===== src/rtl/jet_gfx_pkg.sv =====
// Shared sprite-ROM geometry, response tag type and index decoding for the jet draw path.
package jet_gfx_pkg;

   localparam int unsigned SPRITE_W      = 80;
   localparam int unsigned SPRITE_H      = 80;
   localparam int unsigned SPRITE_DEPTH  = SPRITE_W * SPRITE_H;
   localparam int unsigned SPRITE_ADDR_W = 13;
   localparam int unsigned SPRITE_DATA_W = 4;

   // Tags are sized for the largest supported requester count.
   localparam int unsigned MAX_REQ = 8;
   localparam int unsigned IDX_W   = $clog2(MAX_REQ);

   typedef struct packed {
      logic             valid;
      logic [IDX_W-1:0] idx;
   } tag_t;

   function automatic logic [MAX_REQ-1:0] onehot(input logic [IDX_W-1:0] idx);
      logic [MAX_REQ-1:0] oh;
      oh      = '0;
      oh[idx] = 1'b1;
      return oh;
   endfunction

endpackage


===== src/rtl/rr_pick.sv =====
// Combinational round-robin picker: first set request at or above the pointer, wrapping.
module rr_pick
   import jet_gfx_pkg::*;
#(
   parameter  int unsigned NUM_REQ = 3,
   localparam int unsigned PTR_W   = $clog2(NUM_REQ)
) (
   input  logic [NUM_REQ-1:0] req,
   input  logic [PTR_W-1:0]   ptr,
   output logic [NUM_REQ-1:0] gnt,
   output logic [PTR_W-1:0]   winner,
   output logic               any
);

   localparam logic [PTR_W:0] NREQ = (PTR_W + 1)'(NUM_REQ);

   logic [PTR_W:0]   sum;
   logic [PTR_W-1:0] idx;

   always_comb begin
      gnt    = '0;
      winner = '0;
      any    = 1'b0;
      sum    = '0;
      idx    = '0;
      for (int k = 0; k < int'(NUM_REQ); k++) begin
         // Explicit wrap so non-power-of-two counts never index past NUM_REQ-1.
         sum = {1'b0, ptr} + (PTR_W + 1)'(k);
         if (sum >= NREQ) begin
            sum = sum - NREQ;
         end
         idx = sum[PTR_W-1:0];
         if (!any && req[idx]) begin
            any      = 1'b1;
            winner   = idx;
            gnt[idx] = 1'b1;
         end
      end
   end

endmodule


===== src/rtl/jet_rom_arbiter.sv =====
// Round-robin sharing of one synchronous sprite ROM between NUM_REQ renderers, with
// responses steered back through a tag pipeline matched to the ROM latency.
module jet_rom_arbiter
   import jet_gfx_pkg::*;
#(
   parameter int unsigned NUM_REQ = 3,
   parameter int unsigned ADDR_W  = SPRITE_ADDR_W,
   parameter int unsigned DATA_W  = SPRITE_DATA_W,
   parameter int unsigned ROM_LAT = 1
) (
   input  logic                      vga_clk,
   input  logic                      reset,
   input  logic                      en,
   input  logic [NUM_REQ-1:0]        req,
   input  logic [NUM_REQ*ADDR_W-1:0] req_addr,
   output logic [NUM_REQ-1:0]        gnt,
   output logic [NUM_REQ-1:0]        rsp_valid,
   output logic [DATA_W-1:0]         rsp_data,
   output logic [ADDR_W-1:0]         rom_address,
   input  logic [DATA_W-1:0]         rom_q,
   output logic                      busy
);

   localparam int unsigned PTR_W = $clog2(NUM_REQ);
   localparam int unsigned NSTG  = ROM_LAT + 1;

   logic [PTR_W-1:0]   ptr_q;
   logic [PTR_W-1:0]   ptr_d;
   logic [PTR_W-1:0]   winner;
   logic               any;
   logic [NUM_REQ-1:0] req_eff;
   logic [ADDR_W-1:0]  addr_arr [NUM_REQ];
   tag_t               head_tag;
   tag_t               stage_q [NSTG];
   logic [NUM_REQ-1:0] rsp_oh;

   for (genvar i = 0; i < int'(NUM_REQ); i++) begin : g_addr
      assign addr_arr[i] = req_addr[i*ADDR_W +: ADDR_W];
   end

   // Reset also masks requests so no grant is shown while the pipeline is being cleared.
   assign req_eff = req & {NUM_REQ{en & ~reset}};

   rr_pick #(
      .NUM_REQ(NUM_REQ)
   ) u_pick (
      .req   (req_eff),
      .ptr   (ptr_q),
      .gnt   (gnt),
      .winner(winner),
      .any   (any)
   );

   always_comb begin
      ptr_d = ptr_q;
      if (any) begin
         ptr_d = (winner == PTR_W'(NUM_REQ - 1)) ? '0 : winner + PTR_W'(1);
      end
   end

   assign head_tag.valid = any;
   assign head_tag.idx   = IDX_W'(winner);
   assign rsp_oh         = NUM_REQ'(onehot(stage_q[NSTG-1].idx));

   always_ff @(posedge vga_clk or posedge reset) begin
      if (reset) begin
         ptr_q       <= '0;
         rom_address <= '0;
         rsp_valid   <= '0;
         rsp_data    <= '0;
         for (int s = 0; s < int'(NSTG); s++) begin
            stage_q[s] <= '0;
         end
      end else begin
         ptr_q <= ptr_d;
         if (any) begin
            rom_address <= addr_arr[winner];
         end
         stage_q[0] <= head_tag;
         for (int s = 1; s < int'(NSTG); s++) begin
            stage_q[s] <= stage_q[s-1];
         end
         // Last stage lines up with rom_q for the address issued ROM_LAT+1 edges ago.
         rsp_valid <= stage_q[NSTG-1].valid ? rsp_oh : '0;
         if (stage_q[NSTG-1].valid) begin
            rsp_data <= rom_q;
         end
      end
   end

   always_comb begin
      busy = 1'b0;
      for (int s = 0; s < int'(NSTG); s++) begin
         busy = busy | stage_q[s].valid;
      end
   end

endmodule


===== config.mk =====
export PLATFORM = sky130hd
export DESIGN_NAME = jet_rom_arbiter
export DESIGN_NICKNAME = d
export VERILOG_FILES = /design/src/rtl/jet_gfx_pkg.sv /design/src/rtl/rr_pick.sv /design/src/rtl/jet_rom_arbiter.sv
export SDC_FILE = /design/constraint.sdc
export NUM_CORES = 1
export LEC_CHECK = 0
export BUFFER_PORTS_ARGS = -buffer_cell sky130_fd_sc_hd__buf_2
export CAP_MARGIN = 20
export CORE_MARGIN = 3
export CORE_UTILIZATION = 46
export CTS_BUF_LIST = sky130_fd_sc_hd__clkbuf_4 sky130_fd_sc_hd__clkbuf_8 sky130_fd_sc_hd__clkbuf_16
export DETAILED_ROUTE_END_ITERATION = 8
export GPL_TIMING_DRIVEN = 1
export PLACE_DENSITY = 0.8
export SYNTH_ARGS = -nofsm -noshare
export SYNTH_HDL_FRONTEND = slang
export SYNTH_SLANG_ARGS = --single-unit

===== constraint.sdc =====
create_clock -name vga_clk -period 2.7 [get_ports vga_clk]
set_clock_uncertainty 0.05 [all_clocks]
set_input_delay 0.27 -clock vga_clk [delete_from_list [all_inputs] [get_ports vga_clk]]
set_output_delay 0.27 -clock vga_clk [all_outputs]
set_load 0.01 [all_outputs]

Word-level counts from Yosys, hierarchy flattened
Cells that the tools add are included.

Memory bits (read-only): 0. Bits in writable memories: 0. Memories: 0. Bits in registers: 28. Input port bits: 49. Latch bits: 0. Output and inout bits: 24. Logic and storage cells: 73.

Bitwise gates (word level): 7. Add/subtract/negate cells: 6. Muxes and demuxes: 31. Reductions and logical operators: 8. Equal/unequal tests: 1. Magnitude comparators: 12. Divide/modulo/power cells: 0. Multiply operators: 0. Shift-type cells: 0.

Operator list (count): 13-bit binary-select mux with 2-bit select (1); 13-bit 2-to-1 mux (2); 2-bit 2-to-1 mux (7); 3-bit 2-to-1 mux (4); 1-bit 2-to-1 mux (10); 2-bit by 3-bit less-than comparator with 1-bit output, second input constant (3); 1-bit demux with 2-bit select (4); 2-bit by 1-bit >= comparator with 1-bit output, second input constant (4); 1-bit binary-select mux with 2-bit select (3); 3-bit by 2-bit >= comparator with 1-bit output, second input constant (2); 1-bit logical AND (6); 3-bit bitwise OR (2); 2-bit subtractor, second input constant (3); 2-bit by 4-bit less-than comparator with 1-bit output, second input constant (1); 2-bit by 1-bit adder with 3-bit output, second input constant (1); 2-bit by 2-bit adder with 3-bit output, second input constant (1); 3-bit bitwise AND (1); 3-bit >= comparator, second input constant (1); 2-bit NOT with 3-bit output (1); 2-bit by 1-bit adder with 2-bit output, second input constant (1); 2-bit equality test, second input constant (1); 2-bit >= comparator, second input constant (1); 1-bit logical NOT (2); 1-bit bitwise AND (1); 2 further kinds (2).

Longest topological paths before layout
Gate-level depths: netlist of run 1.

Depth after elaboration: 16. Gate-level depth with buffers: 10.

By module
Synthesis of run 1 repeated with hierarchy kept, for this count alone.

Cell total of the unflattened synthesis: 150. Area total of the unflattened synthesis: 1660.3 um^2.

Modules (own cells, without submodules): jet_rom_arbiter (cells an instance 109, area an instance 1378.8 um^2, times used 1, sequential area each 700.7 um^2); rr_pick (cells an instance 41, area an instance 281.5 um^2, times used 1, sequential area each 0.0 um^2).

Worst setup path before layout of run 1
No wires, ideal clock.

Kind: register -> register. From: register ptr_q[1]. To: register rom_address[3]. Required time: 2.516 ns. Period minus slack after synthesis: 2.316 ns. Stages on the path, launching flop included: 10. Buffers on the path: 2. Arrival: 2.132 ns. Setup time: 0.134 ns. Setup slack: 0.384 ns. Path through: dfrtp_1 inv_1 ha_1 or3b_4 o22ai_4 o311ai_4 buf_6 buf_8 a222oi_1 o21ai_1.

Longest elaborated chain between the ends: 15. Elaborated cells on any way between the ends: 31. Classes of those cells: add/sub (5); order compare (3); mux (18); bitwise (1); reduce/logical (4).

RTL lines: start: declaration (RTL line jet_rom_arbiter.sv:27) `logic [PTR_W-1:0] ptr_q;`; start signal: assignment (RTL line jet_rom_arbiter.sv:75) `ptr_q <= ptr_d;`; parallel branches: the longest is 10 deep, another holds 2-bit by 1-bit adder with 3-bit output; 2-bit 2-to-1 mux * (RTL line rr_pick.sv:33) `if (!any && req[idx]) begin`; net u_pick.winner[1] (RTL line rr_pick.sv:11) `output logic [PTR_W-1:0] winner,`; 2-bit NOT with 3-bit output (not written as such) * (RTL line jet_rom_arbiter.sv:77) `rom_address <= addr_arr[winner];`; 13-bit binary-select mux with 2-bit select * (RTL line jet_rom_arbiter.sv:77); 13-bit 2-to-1 mux (not written as such) * (2 in a row) (RTL line jet_rom_arbiter.sv:77); end signal: assignment (RTL line jet_rom_arbiter.sv:77); end: declaration (RTL line jet_rom_arbiter.sv:19) `output logic [ADDR_W-1:0] rom_address,`.

Mark *: on every way through the listed nets, which the timed path passes. The select of a mux whose other input is x is not followed. A chain may end at the register's enable or synchronous reset.

Worst setup path after layout of run 1
From: register ptr_q[1]. To: output gnt[2].

Longest elaborated chain between the ends: 11. Elaborated cells on any way between the ends: 43. Classes of those cells: add/sub (5); order compare (9); mux (20); bitwise (2); reduce/logical (7).

RTL lines: 2-bit by 1-bit adder with 3-bit output, or another cell as far along (RTL line rr_pick.sv:28) `sum = {1'b0, ptr} + (PTR_W + 1)'(k);`; 3-bit by 2-bit >= comparator with 1-bit output, or another cell as far along (RTL line rr_pick.sv:29) `if (sum >= NREQ) begin`; 2-bit 2-to-1 mux, or another cell as far along (RTL line rr_pick.sv:29); 2-bit by 3-bit less-than comparator with 1-bit output (not written as such), or another cell as far along (RTL line rr_pick.sv:36) `gnt[idx] = 1'b1;`; 1-bit logical AND (not written as such), or another cell as far along (RTL line rr_pick.sv:36); 1-bit 2-to-1 mux (not written as such), or another cell as far along (RTL line rr_pick.sv:36); 1-bit demux with 2-bit select, or another cell as far along; 3-bit bitwise OR (no source line) or 1-bit 2-to-1 mux (tied branches); 3-bit 2-to-1 mux or 1-bit logical NOT (tied branches) (RTL line rr_pick.sv:33); 3-bit bitwise OR (no source line) or 1-bit logical AND (tied branches); 3-bit 2-to-1 mux * (RTL line rr_pick.sv:33); end: declaration (RTL line jet_rom_arbiter.sv:16) `output logic [NUM_REQ-1:0] gnt,`.

Mark *: on every way between the ends. The rest lies on a longest branch, timed or not. The select of a mux whose other input is x is not followed.

==> out/results.ini, run 1 <==
[floorplan]
ios = 73
num_rows = 20
core-area_mm2 = 0.00310
start_util_pct = 48.9
die-width_um = 63.4
dieArea_mm2 = 0.00402
die_h_um = 63.4

[sta]
fin_crit_ns = 2.59
relSlewSlack_pct = 60.9
setup_viol = 0
max_freq_mhz = 385
tightestPinTransition_ns = 0.585
fin_crit_sh_pct = 96.1
drv_slew = 0
finalHoldViolations = 0

[layout]
final_cells = 254
fill_cells = 254
nNetsFinal = 264
area_growth_syn_to_layout_pct = 32.8
stdcell_area_mm2 = 0.00201
drive_above_1_share_pct = 47.6
antenna_cells = 0

[routing]
drtPass1Iterations = 4
first_iter_violations = 45
vias = 1389
drt-total-wl_um = 3640
ant_nets = 0
wl_per_cell_um = 14.3
drc = 0
via_per_inst = 5.47

[place]
io_buffers = 72
hpwl_um = 2800
gp_congestion = 0.928
placed_area_mm2 = 0.00192
dp.cells = 246

[critical_path]
crit_chain = buf_4 -> ha_4 -> or3b_4 -> or3_4 -> nor2_1 -> a21oi_1 -> o21ai_1 -> buf_2
r2r_cells = 8
crit_path_end_kind = primary output
cp_num_buf_inv = 2
path_delay_family = simple AND/OR/NAND/NOR gates
crit_fanout = 6
cp_data_required_time_ns = 2.38
crit_cells = 8
slowest_delay_ns = 0.42
slowest_stage = dfrtp_1
critical_path_class = register to primary output
critPathArrivalTime_ns = 2.27
critPathLaunch = ptr_q[1]$_DFFE_PP0P_
start_kind = register
r2r_start = ptr_q[1]$_DFFE_PP0P_

[logic_synthesis]
yosysSeqAreaShare_pct = 46.2
synth_top_family_by_area = compound AO/OA/AOI/OAI gates
synth_compound_area_share_pct = 21.0
synth_edf_count = 0
synth_cell_type_count = 39
synth-adder-area-share_pct = 3.30
synth-simple-area-share_pct = 13.7
synth_seq_cells = 28
yosys-mux-area-fraction_pct = 10.9
synth_ff_type = dfrtp_1
syn_nets = 187
synthesis.area_mm2 = 0.00152
yosysWarnings = 0
syn_avg_cell_area_um2 = 11.3
synthArstFlopShare_pct = 100
synth_xor_area_share_pct = 0
synthCells = 134

[outcome]
status = complete, no violations

[grt]
grt_usage_pct = 17.8
antenna_found_initial = 0
grt.overflow.total = 0
grt_pass1_wl_um = 5800
grt_max_degree = 29
grt_pass1_vias = 1296

[clock_network]
cts_tree = done
cts_made_buffers = 3
cts_htree_levels = 1
clock_path_buffers = 2
clk_latency_ns = 0.33
clk_pin_slew_ns = 0.14
cts_root_buf = clkbuf_4
cts.sinks = 28

[pwr]
cellPowerDensity_mw_per_mm2 = 1030
power_leakage_uw = 0.000960
ir_drop_uv = 595

[min_path]
holdCritPathClass = primary input to register
worstHoldStart = rom_q[1]
hold_depth = 2

[job]
cap_violations = 0

## path summary, 6_finish.rpt
kind / end / slack (ns)
worst max-delay path: gnt[2] / 0.11
max in group asynchronous: rsp_data[0]$_DFFE_PP0P_ / 1.83
min in group asynchronous: stage_q[4]$_DFF_PP0_ / 0.52
worst max register to register: rom_address[12]$_DFFE_PP0P_ / 0.22
worst min-delay path: rsp_data[1]$_DFFE_PP0P_ / 0.12
worst min register to register: stage_q[0]$_DFF_PP0_ / 0.32
## through the flow
| stage | TNS, ns | hold WS, ns | power (uW) | utilization, % | setup WS, ns |
|---|---|---|---|---|---|
| final | 0 | 0.118 | 2080 | 64.9 | 0.105 |
| after global routing | -0.0238 | 0.110 | 2240 | 64.9 | -0.0132 |
| after CTS | 0 | 0.113 | 2020 | 63.6 | 0.0129 |
| after detailed placement | 0 | 0.286 | 1810 | 61.8 | 0.174 |
| after global placement | 0 | 0.281 | 1780 | 61.8 | 0.179 |
| after floorplan | 0 | 0.281 | 1470 | - | 0.384 |
## cell usage after synthesis (3+ instances only)
cell type  number  area [um^2]
a21oi_1        12         60.1
a222oi_1        4         40.0
buf_2           3         15.0
dfrtp_1        28          701
ha_1            4         50.1
inv_1           6         22.5
mux2_2          4         45.0
mux2i_1        12          120
nand2_1         5         18.8
nand2b_1        3         18.8
nand3_1         4         20.0
nor2_1          4         15.0
o21ai_1         5         25.0
o22ai_1        11         68.8
## cell families (layout without fill, tap and decap cells)
kind of cell | Yosys count | in the layout
compound gates | 41 | 41
fa+ha+maj | 4 | 4
buf+inv | 14 | 90
flops | 28 | 28
mux | 16 | 16
simple gates | 31 | 31
## repair_timing
action / CTS / global route
endpoints found under the hold margin: 28 / 0
pin swaps: 1 / 1
gates cloned: 0 / 0
resized for setup: 1 / 5
hold buffers: 1 / 0
setup endpoints to repair: 3 / 11
buffers inserted: 1 / 2
## area by class of cell
| cell class | instances | area, um^2 | share of cell area (%) |
|---|---|---|---|
| flip-flops and latches | 28 | 701 | 34.8 |
| repair buffers | 79 | 428 | 21.3 |
| well taps | 44 | 55.1 | 2.73 |
| clock buffers | 4 | 36.3 | 1.80 |
| inverters | 7 | 26.3 | 1.31 |
| multi-input cells | 92 | 767 | 38.1 |
## power breakdown
group | switching (uW) | internal (uW)
logic | 616 | 564
clock network | 117 | 82.7
registers | 101 | 602
## placed cells by master (no fill, tap or decap), types with 5 or more instances in the layout
cell type	netlist	final
buf_4	0	5
o22ai_1	11	10
a21oi_1	12	12
nand2_1	5	5
inv_1	6	6
buf_2	3	72
o21ai_1	5	6
mux2i_1	12	10
dfrtp_1	28	28
## registers in the layout, indices dropped and copies added (netlist names)
| register | cells |
|---|---|
| stage_q | 6 |
| rom_address | 13 |
| rsp_data | 4 |
| ptr_q | 2 |
| rsp_valid | 3 |
## metal layers
layer  global-route usage, %  vias to the layer above  routed length [um]
met5                       0                        -                   0
met4                    4.85                        0                  28
met3                    3.57                        2                 227
met2                    31.7                       57                1900
met1                    21.9                      676                1490
li1                        -                      654                   -
## worst reg2reg max path, stage by stage, from the launching register on
cell      delay (ns)
dfrtp_1         0.42
buf_4           0.15
ha_4            0.17
or3b_4          0.41
or3_4           0.40
o311ai_4        0.26
buf_12          0.20
mux2i_1         0.22
a21oi_1         0.08
Power figures use the tool's default switching activity.
==> run 2: changes to the inputs <==
--- a/config.mk
+++ b/config.mk
@@ -5,10 +5,11 @@
 export SDC_FILE = /design/constraint.sdc
 export NUM_CORES = 1
 export LEC_CHECK = 0
+export ABC_AREA = 1
 export BUFFER_PORTS_ARGS = -buffer_cell sky130_fd_sc_hd__buf_2
 export CAP_MARGIN = 20
 export CORE_MARGIN = 3
-export CORE_UTILIZATION = 46
+export CORE_UTILIZATION = 48
 export CTS_BUF_LIST = sky130_fd_sc_hd__clkbuf_4 sky130_fd_sc_hd__clkbuf_8 sky130_fd_sc_hd__clkbuf_16
 export DETAILED_ROUTE_END_ITERATION = 8
 export GPL_TIMING_DRIVEN = 1
==> run 2 against run 1 <==
Effect of this change:
- global-route usage is 0.94 points higher
- critical path depth rose by 3
- non-clock buffer count shrank 2
- first-iteration DRC count up 110%
- sequential power is 4.4% higher
- register-to-register slack better by 0.24 ns
- setup slack gained 0.037 ns
- synthesized area up 15%
- total power increased by 38%
- design area grew 11%
==> out/results.ini, run 2 <==
[outcome]
status = complete, no violations

[logic_synthesis]
yosys-top-cells-count = 39 x nand2_1, 29 x inv_1, 28 x dfrtp_1, 28 x nand3_1, 19 x a21oi_1
synth.most_common_cell = nand2_1
yosysSeqAreaShare_pct = 40.1  ; -6.1 points
synthCells = 210  ; +57%
yosys.area.top_type = dfrtp_1
syn_nets = 263  ; +41%
yosysWarnings = 0  ; unchanged
synth_cell_type_count = 26  ; -33%
syn_avg_cell_area_um2 = 8.31  ; -27%
synth_ff_type = dfrtp_1
ys_top_cells_by_area = dfrtp_1 40%, nand2_1 8.4%, nand3_1 8.0%, inv_1 6.2%, a21oi_1 5.4%
synthesis.area_mm2 = 0.00175  ; +15%
synthArstFlopShare_pct = 100  ; unchanged
synth_seq_cells = 28  ; unchanged
synth_top_area_share_pct = 40.1  ; -6.1 points
synth_edf_count = 0  ; unchanged

[layout]
area_growth_syn_to_layout_pct = 27.5
final_cell_mix = 72 x buf_2, 39 x nand2_1, 29 x inv_1, 28 x nand3_1, 28 x dfrtp_1
antenna_cells = 0  ; unchanged
drive_above_1_share_pct = 39.2  ; -8.5 points
largest_register = rom_address
nNetsFinal = 340  ; +29%
largest_reg_flops = 13  ; unchanged
largest_registers = rom_address x13, stage_q x6, rsp_data x4
layout_commonest_cell = buf_2

[grt]
grt_use_met3_pct = 4.76  ; +1.2 points
antenna_found_initial = 0  ; unchanged
use_met2_pct = 32.7  ; +1.0 points
grt_max_degree = 20  ; -31%
grt_pass1_vias = 1576  ; +22%
grt.overflow.total = 0  ; unchanged
use_met1_pct = 23.6  ; +1.7 points
grt_usage_pct = 18.8  ; +0.94 points
grt.busiest_layer = met2
grt_pass1_wl_um = 6530  ; +13%

[critical_path]
cp_data_required_time_ns = 2.38  ; about the same
start_kind = register
crit_fanout = 6  ; unchanged
critPathLaunch = ptr_q[0]$_DFFE_PP0P_
r2r_start = ptr_q[0]$_DFFE_PP0P_
critical_path_class = register to primary output
crit_path_end_kind = primary output
critPathArrivalTime_ns = 2.24  ; -0.03 ns

[min_path]
holdCritPathClass = primary input to register
worstHoldStart = rom_q[0]

[clock_network]
cts.sinks = 28  ; unchanged
cts_htree_levels = 1  ; unchanged
clock_path_buffers = 2  ; unchanged
cts_root_buf = clkbuf_4
clk_latency_ns = 0.32  ; about the same
cts_tree = done
clk_pin_slew_ns = 0.15  ; about the same
cts_made_buffers = 3  ; unchanged

[floorplan]
num_rows = 21  ; +5.0%
start_util_pct = 51.1  ; +2.2 points
dieArea_mm2 = 0.00440  ; +9.3%
core-area_mm2 = 0.00342  ; +10%
die_h_um = 66.3  ; +4.5%
die-width_um = 66.3  ; +4.5%
ios = 73  ; unchanged

[sta]
fin_crit_sh_pct = 94.7  ; -1.4 points
setup_viol = 0  ; unchanged
fin_setup_tns_ns = 0  ; unchanged
relSlewSlack_pct = 80.9  ; +20 points
final.setup.worst_slack_ns = 0.142  ; +0.0369 ns
rsz0062_at_grt = no
drv_slew = 0  ; unchanged
max_freq_mhz = 391  ; +1.4%
fin_crit_ns = 2.56  ; -0.0369 ns
tightestPinTransition_ns = 0.285  ; -0.299 ns
finalHoldViolations = 0  ; unchanged

[place]
dp_slack_ns = 0.412  ; +0.238 ns
hpwl_um = 3050  ; +9.0%
gp_congestion = 0.919  ; -0.98%
io_buffers = 72  ; unchanged

[routing]
drtPass1Iterations = 4  ; unchanged
wl_per_cell_um = 11.7  ; -18%
ant_nets = 0  ; unchanged
drc = 0  ; unchanged
via_per_inst = 5.01  ; -8.5%
first_iter_violations = 93  ; +110%
vias = 1662  ; +20%
drt-total-wl_um = 3900  ; +7.1%

[pwr]
cellPowerDensity_mw_per_mm2 = 1290  ; +25%
power_leakage_uw = 0.00121  ; +26%
ir_drop_uv = 711  ; +19%

[job]
cap_violations = 0  ; unchanged

## run 2: power by group
group | total (uW) | internal [uW] | switching [uW]
registers | 734 | 629 | 105
clock network | 271 | 150 | 121
logic | 1860 | 682 | 1180
## run 2: cells by family after synthesis
logic type	after synthesis	share of synthesized area, %
buffers and inverters	39	9.61
adder cells (fa/ha/maj)	4	2.87
flip-flops	28	40.1
AND/OR/NAND/NOR	110	37.8
AO/OA/AOI/OAI	29	9.61
## run 2: final cells by class
type / instances / area, um^2
tap: 46 / 57.6
fill: 322 / 1190
clock buffer: 3 / 22.5
multi-input combinational: 143 / 883
sequential: 28 / 701
clock inverter: 1 / 30.0
inverter: 34 / 130
timing repair buffer: 77 / 400
## run 2: layer usage
layer,wire (um),vias to the layer above
met5,0,-
met4,38,0
met3,316,6
met2,1900,72
met1,1650,744
li1,-,840
## run 2: final timing paths
check	cells past startpoint	slack, ns	endpoint
min in group asynchronous	3	0.35	ptr_q[0]$_DFFE_PP0P_
max reg2reg	11	0.46	rom_address[11]$_DFFE_PP0P_
max in group asynchronous	4	1.77	rom_address[12]$_DFFE_PP0P_
min reg2reg	0	0.32	stage_q[1]$_DFF_PP0_
max	11	0.14	gnt[0]
min	3	0.08	rsp_data[0]$_DFFE_PP0P_
## run 2: what timing repair did
item / in CTS / in global routing
resized for setup: 0 / 4
setup buffers: 0 / 2
hold buffers: 1 / 0
endpoints found under the hold margin: 9 / 0
setup endpoints to repair: 0 / 3
## run 2: metrics by stage
step / util, % / std cells / cell area [um^2] / total power, uW / hold WS [ns]
2_1_floorplan: - / 210 / 1750 / 2140 / 0.155
3_3_place_gp: 62.6 / 325 / 2140 / 2530 / 0.207
3_5_place_dp: 62.6 / 325 / 2140 / 2580 / 0.215
4_1_cts: 64.4 / 330 / 2200 / 2850 / 0.0792
5_1_grt: 65.1 / 332 / 2220 / 3130 / 0.0693
6_report: 65.1 / 332 / 2220 / 2870 / 0.0830
## run 2: critical path, stage by stage, from the launching register on
cell and delay [ns]:
dfrtp_1 0.43, inv_1 0.08, ha_2 0.41, inv_2 0.09, nand4_1 0.10, nand3_1 0.09, nand2_2 0.12, nand2_1 0.14
a21oi_2 0.15, nand2_1 0.07, o211ai_1 0.07, buf_2 0.15
==> run 3: changes to the inputs <==
--- a/config.mk
+++ b/config.mk
@@ -9,11 +9,10 @@
 export BUFFER_PORTS_ARGS = -buffer_cell sky130_fd_sc_hd__buf_2
 export CAP_MARGIN = 20
 export CORE_MARGIN = 3
-export CORE_UTILIZATION = 48
+export CORE_UTILIZATION = 25
 export CTS_BUF_LIST = sky130_fd_sc_hd__clkbuf_4 sky130_fd_sc_hd__clkbuf_8 sky130_fd_sc_hd__clkbuf_16
 export DETAILED_ROUTE_END_ITERATION = 8
 export GPL_TIMING_DRIVEN = 1
-export PLACE_DENSITY = 0.8
 export SYNTH_ARGS = -nofsm -noshare
 export SYNTH_HDL_FRONTEND = slang
 export SYNTH_SLANG_ARGS = --single-unit
==> constraint.sdc (replaced) <==
create_clock -name vga_clk -period 2.7 [get_ports vga_clk]
set_clock_uncertainty 0.05 [all_clocks]
set_input_delay 0.135 -clock vga_clk [delete_from_list [all_inputs] [get_ports vga_clk]]
set_output_delay 0.135 -clock vga_clk [all_outputs]
set_load 0.01 [all_outputs]
==> run 3 against run 2 <==
Effect of this change:
- count of clock-buffer cells in the layout up 1
- non-clock buffer count is 3 lower
- via count shrank 0.90%
- critical path depth unchanged
- clock power down 8.1%
- first-iteration DRC count down 34%
- sequential power up 1%
- setup slack gained 0.085 ns
- maximum frequency up 3.4%
- largest cell class unchanged
- largest power group unchanged
- highest routed layer unchanged
==> out/results.ini, run 3 (synthesis gave the netlist of run 2 again) <==
[critical_path]
critPathArrivalTime_ns = 2.29  ; +0.05 ns
regToRegSetupSlack_ns = 0.37  ; -0.09 ns
crit_path_end_kind = primary output
r2r_cells = 11  ; unchanged
r2r_start = ptr_q[0]$_DFFE_PP0P_
endpoint = gnt[0]
critPathLaunch = ptr_q[0]$_DFFE_PP0P_
reg2reg_to = rom_address[10]$_DFFE_PP0P_
crit_fanout = 6  ; unchanged
critical_path_class = register to primary output
cp_data_required_time_ns = 2.52  ; +0.14 ns
start_kind = register

[sta]
finalHoldViolations = 0  ; unchanged
final.setup.worst_slack_ns = 0.227  ; +0.0850 ns
max_freq_mhz = 404  ; +3.4%
fin_crit_ns = 2.47  ; -0.0850 ns
drv_slew = 0  ; unchanged
setup_viol = 0  ; unchanged
hold_slack_ns = 0.0162  ; -0.0668 ns
tightestPinTransition_ns = 0.359  ; +0.0736 ns
fin_crit_sh_pct = 91.6  ; -3.1 points
rsz0062_at_grt = no
fin_setup_tns_ns = 0  ; unchanged
relSlewSlack_pct = 76.0  ; -4.9 points

[floorplan]
num_rows = 29  ; +38%
die_h_um = 89.6  ; +35%
ios = 73  ; unchanged
core-area_mm2 = 0.00657  ; +92%
dieArea_mm2 = 0.00802  ; +82%
start_util_pct = 26.6  ; -25 points
die-width_um = 89.6  ; +35%

[pwr]
cellPowerDensity_mw_per_mm2 = 1250  ; -2.9%
power_leakage_uw = 0.00120  ; -0.93%
ir_drop_uv = 488  ; -31%

[place]
gp_congestion = 0.835  ; -9.2%
hpwl_um = 3510  ; +15%
io_buffers = 72  ; unchanged
placed_area_mm2 = 0.00219  ; +2.4%
dp_slack_ns = 0.394  ; -0.0177 ns

[routing]
drtPass1Iterations = 4  ; unchanged
ant_nets = 0  ; unchanged
drc = 0  ; unchanged
first_iter_violations = 61  ; -34%
drt-total-wl_um = 4350  ; +12%
wl_per_cell_um = 11.6  ; -1.5%
vias = 1647  ; -0.90%
via_per_inst = 4.38  ; -12%

[layout]
utilization_pct = 34.3  ; -31 points
stdcell_area_mm2 = 0.00225  ; +1.3%
largest_reg_flops = 13  ; unchanged
final_cell_mix = 72 x buf_2, 39 x nand2_1, 29 x inv_1, 28 x nand3_1, 28 x dfrtp_1
area_growth_syn_to_layout_pct = 29.2
layout_commonest_cell = buf_2
largest_registers = rom_address x13, stage_q x6, rsp_data x4
antenna_cells = 0  ; unchanged
fill_cells = 701  ; +120%
nNetsFinal = 337  ; -0.88%
largest_register = rom_address
drive_above_1_share_pct = 37.8  ; -1.4 points

[clock_network]
cts.sinks = 28  ; unchanged
clk_latency_ns = 0.27  ; -0.05 ns
clk_pin_slew_ns = 0.09  ; -0.06 ns
clock_path_buffers = 2  ; unchanged
cts_htree_levels = 1  ; unchanged
cts_root_buf = clkbuf_8
cts_tree = done
post-cts-setup-buffer-count = 0  ; unchanged
cts_made_buffers = 3  ; unchanged

[outcome]
status = complete, no violations

[grt]
grt_usage_pct = 11.2  ; -7.6 points
antenna_found_initial = 0  ; unchanged
grt_pass1_vias = 1594  ; +1.1%
grt_max_degree = 20  ; unchanged
grt_pass1_wl_um = 7070  ; +8.3%
grt.overflow.total = 0  ; unchanged

[min_path]
holdCritPathClass = primary input to register

[job]
cap_violations = 0  ; unchanged

[run 3: through the flow]
step                power [uW]  instances
finish                    2820        376
global route              3100        376
CTS                       2860        376
detailed placement        2600        371
global placement          2570        371
floorplan                 2140        210
[run 3: layout make-up]
cell class,count,area (um^2),share of cell area [%]
repair buffers,74,378,16.8
well taps,93,116,5.16
clock buffers,4,55.1,2.44
multi-input cells,143,877,38.9
flip-flops and latches,28,701,31.1
inverters,34,128,5.66
[run 3: report_power, final]
part	switching [uW]	total, uW	internal [uW]
combinational	1190	1830	644
sequential	111	742	631
clock	119	249	130
[run 3: how the worst min path moves through the flow]
stage / from / slack, ns / endpoint / depth (start not counted)
after floorplan: reset / 0.02 / ptr_q[0]$_DFFE_PP0P_ / 1
after CTS: rom_q[0] / 0.01 / rsp_data[0]$_DFFE_PP0P_ / 3
final: rom_q[0] / 0.02 / rsp_data[0]$_DFFE_PP0P_ / 3
after global routing: rom_q[3] / 0.03 / rsp_data[3]$_DFFE_PP0P_ / 3
after global placement: reset / 0.11 / ptr_q[0]$_DFFE_PP0P_ / 2
after detailed placement: reset / 0.10 / ptr_q[0]$_DFFE_PP0P_ / 2
[run 3: metal layers]
layer  part of all wire (%)  track usage, %  vias to the layer above
li1                       -               -                      833
met1                     44            14.3                      741
met2                     48            18.5                       67
met3                    6.6            3.41                        6
met4                    1.0            2.44                        0
met5                      0               0                        -
[run 3: what timing repair did]
item,4_1_cts,5_1_grt
endpoints found under the hold margin,11,0
setup endpoints to repair,0,0
resized for setup,0,0
hold buffers,1,0
[run 3: worst max-delay path: stages, from the launching register on]
cell and delay, ns:
dfrtp_1 0.40, inv_1 0.07, ha_1 0.46, inv_2 0.12, nand4_1 0.10, nand3_1 0.09
nand2_2 0.12, nand2_1 0.11, a21oi_1 0.18, nand2_1 0.08, o211ai_1 0.11, buf_2 0.17
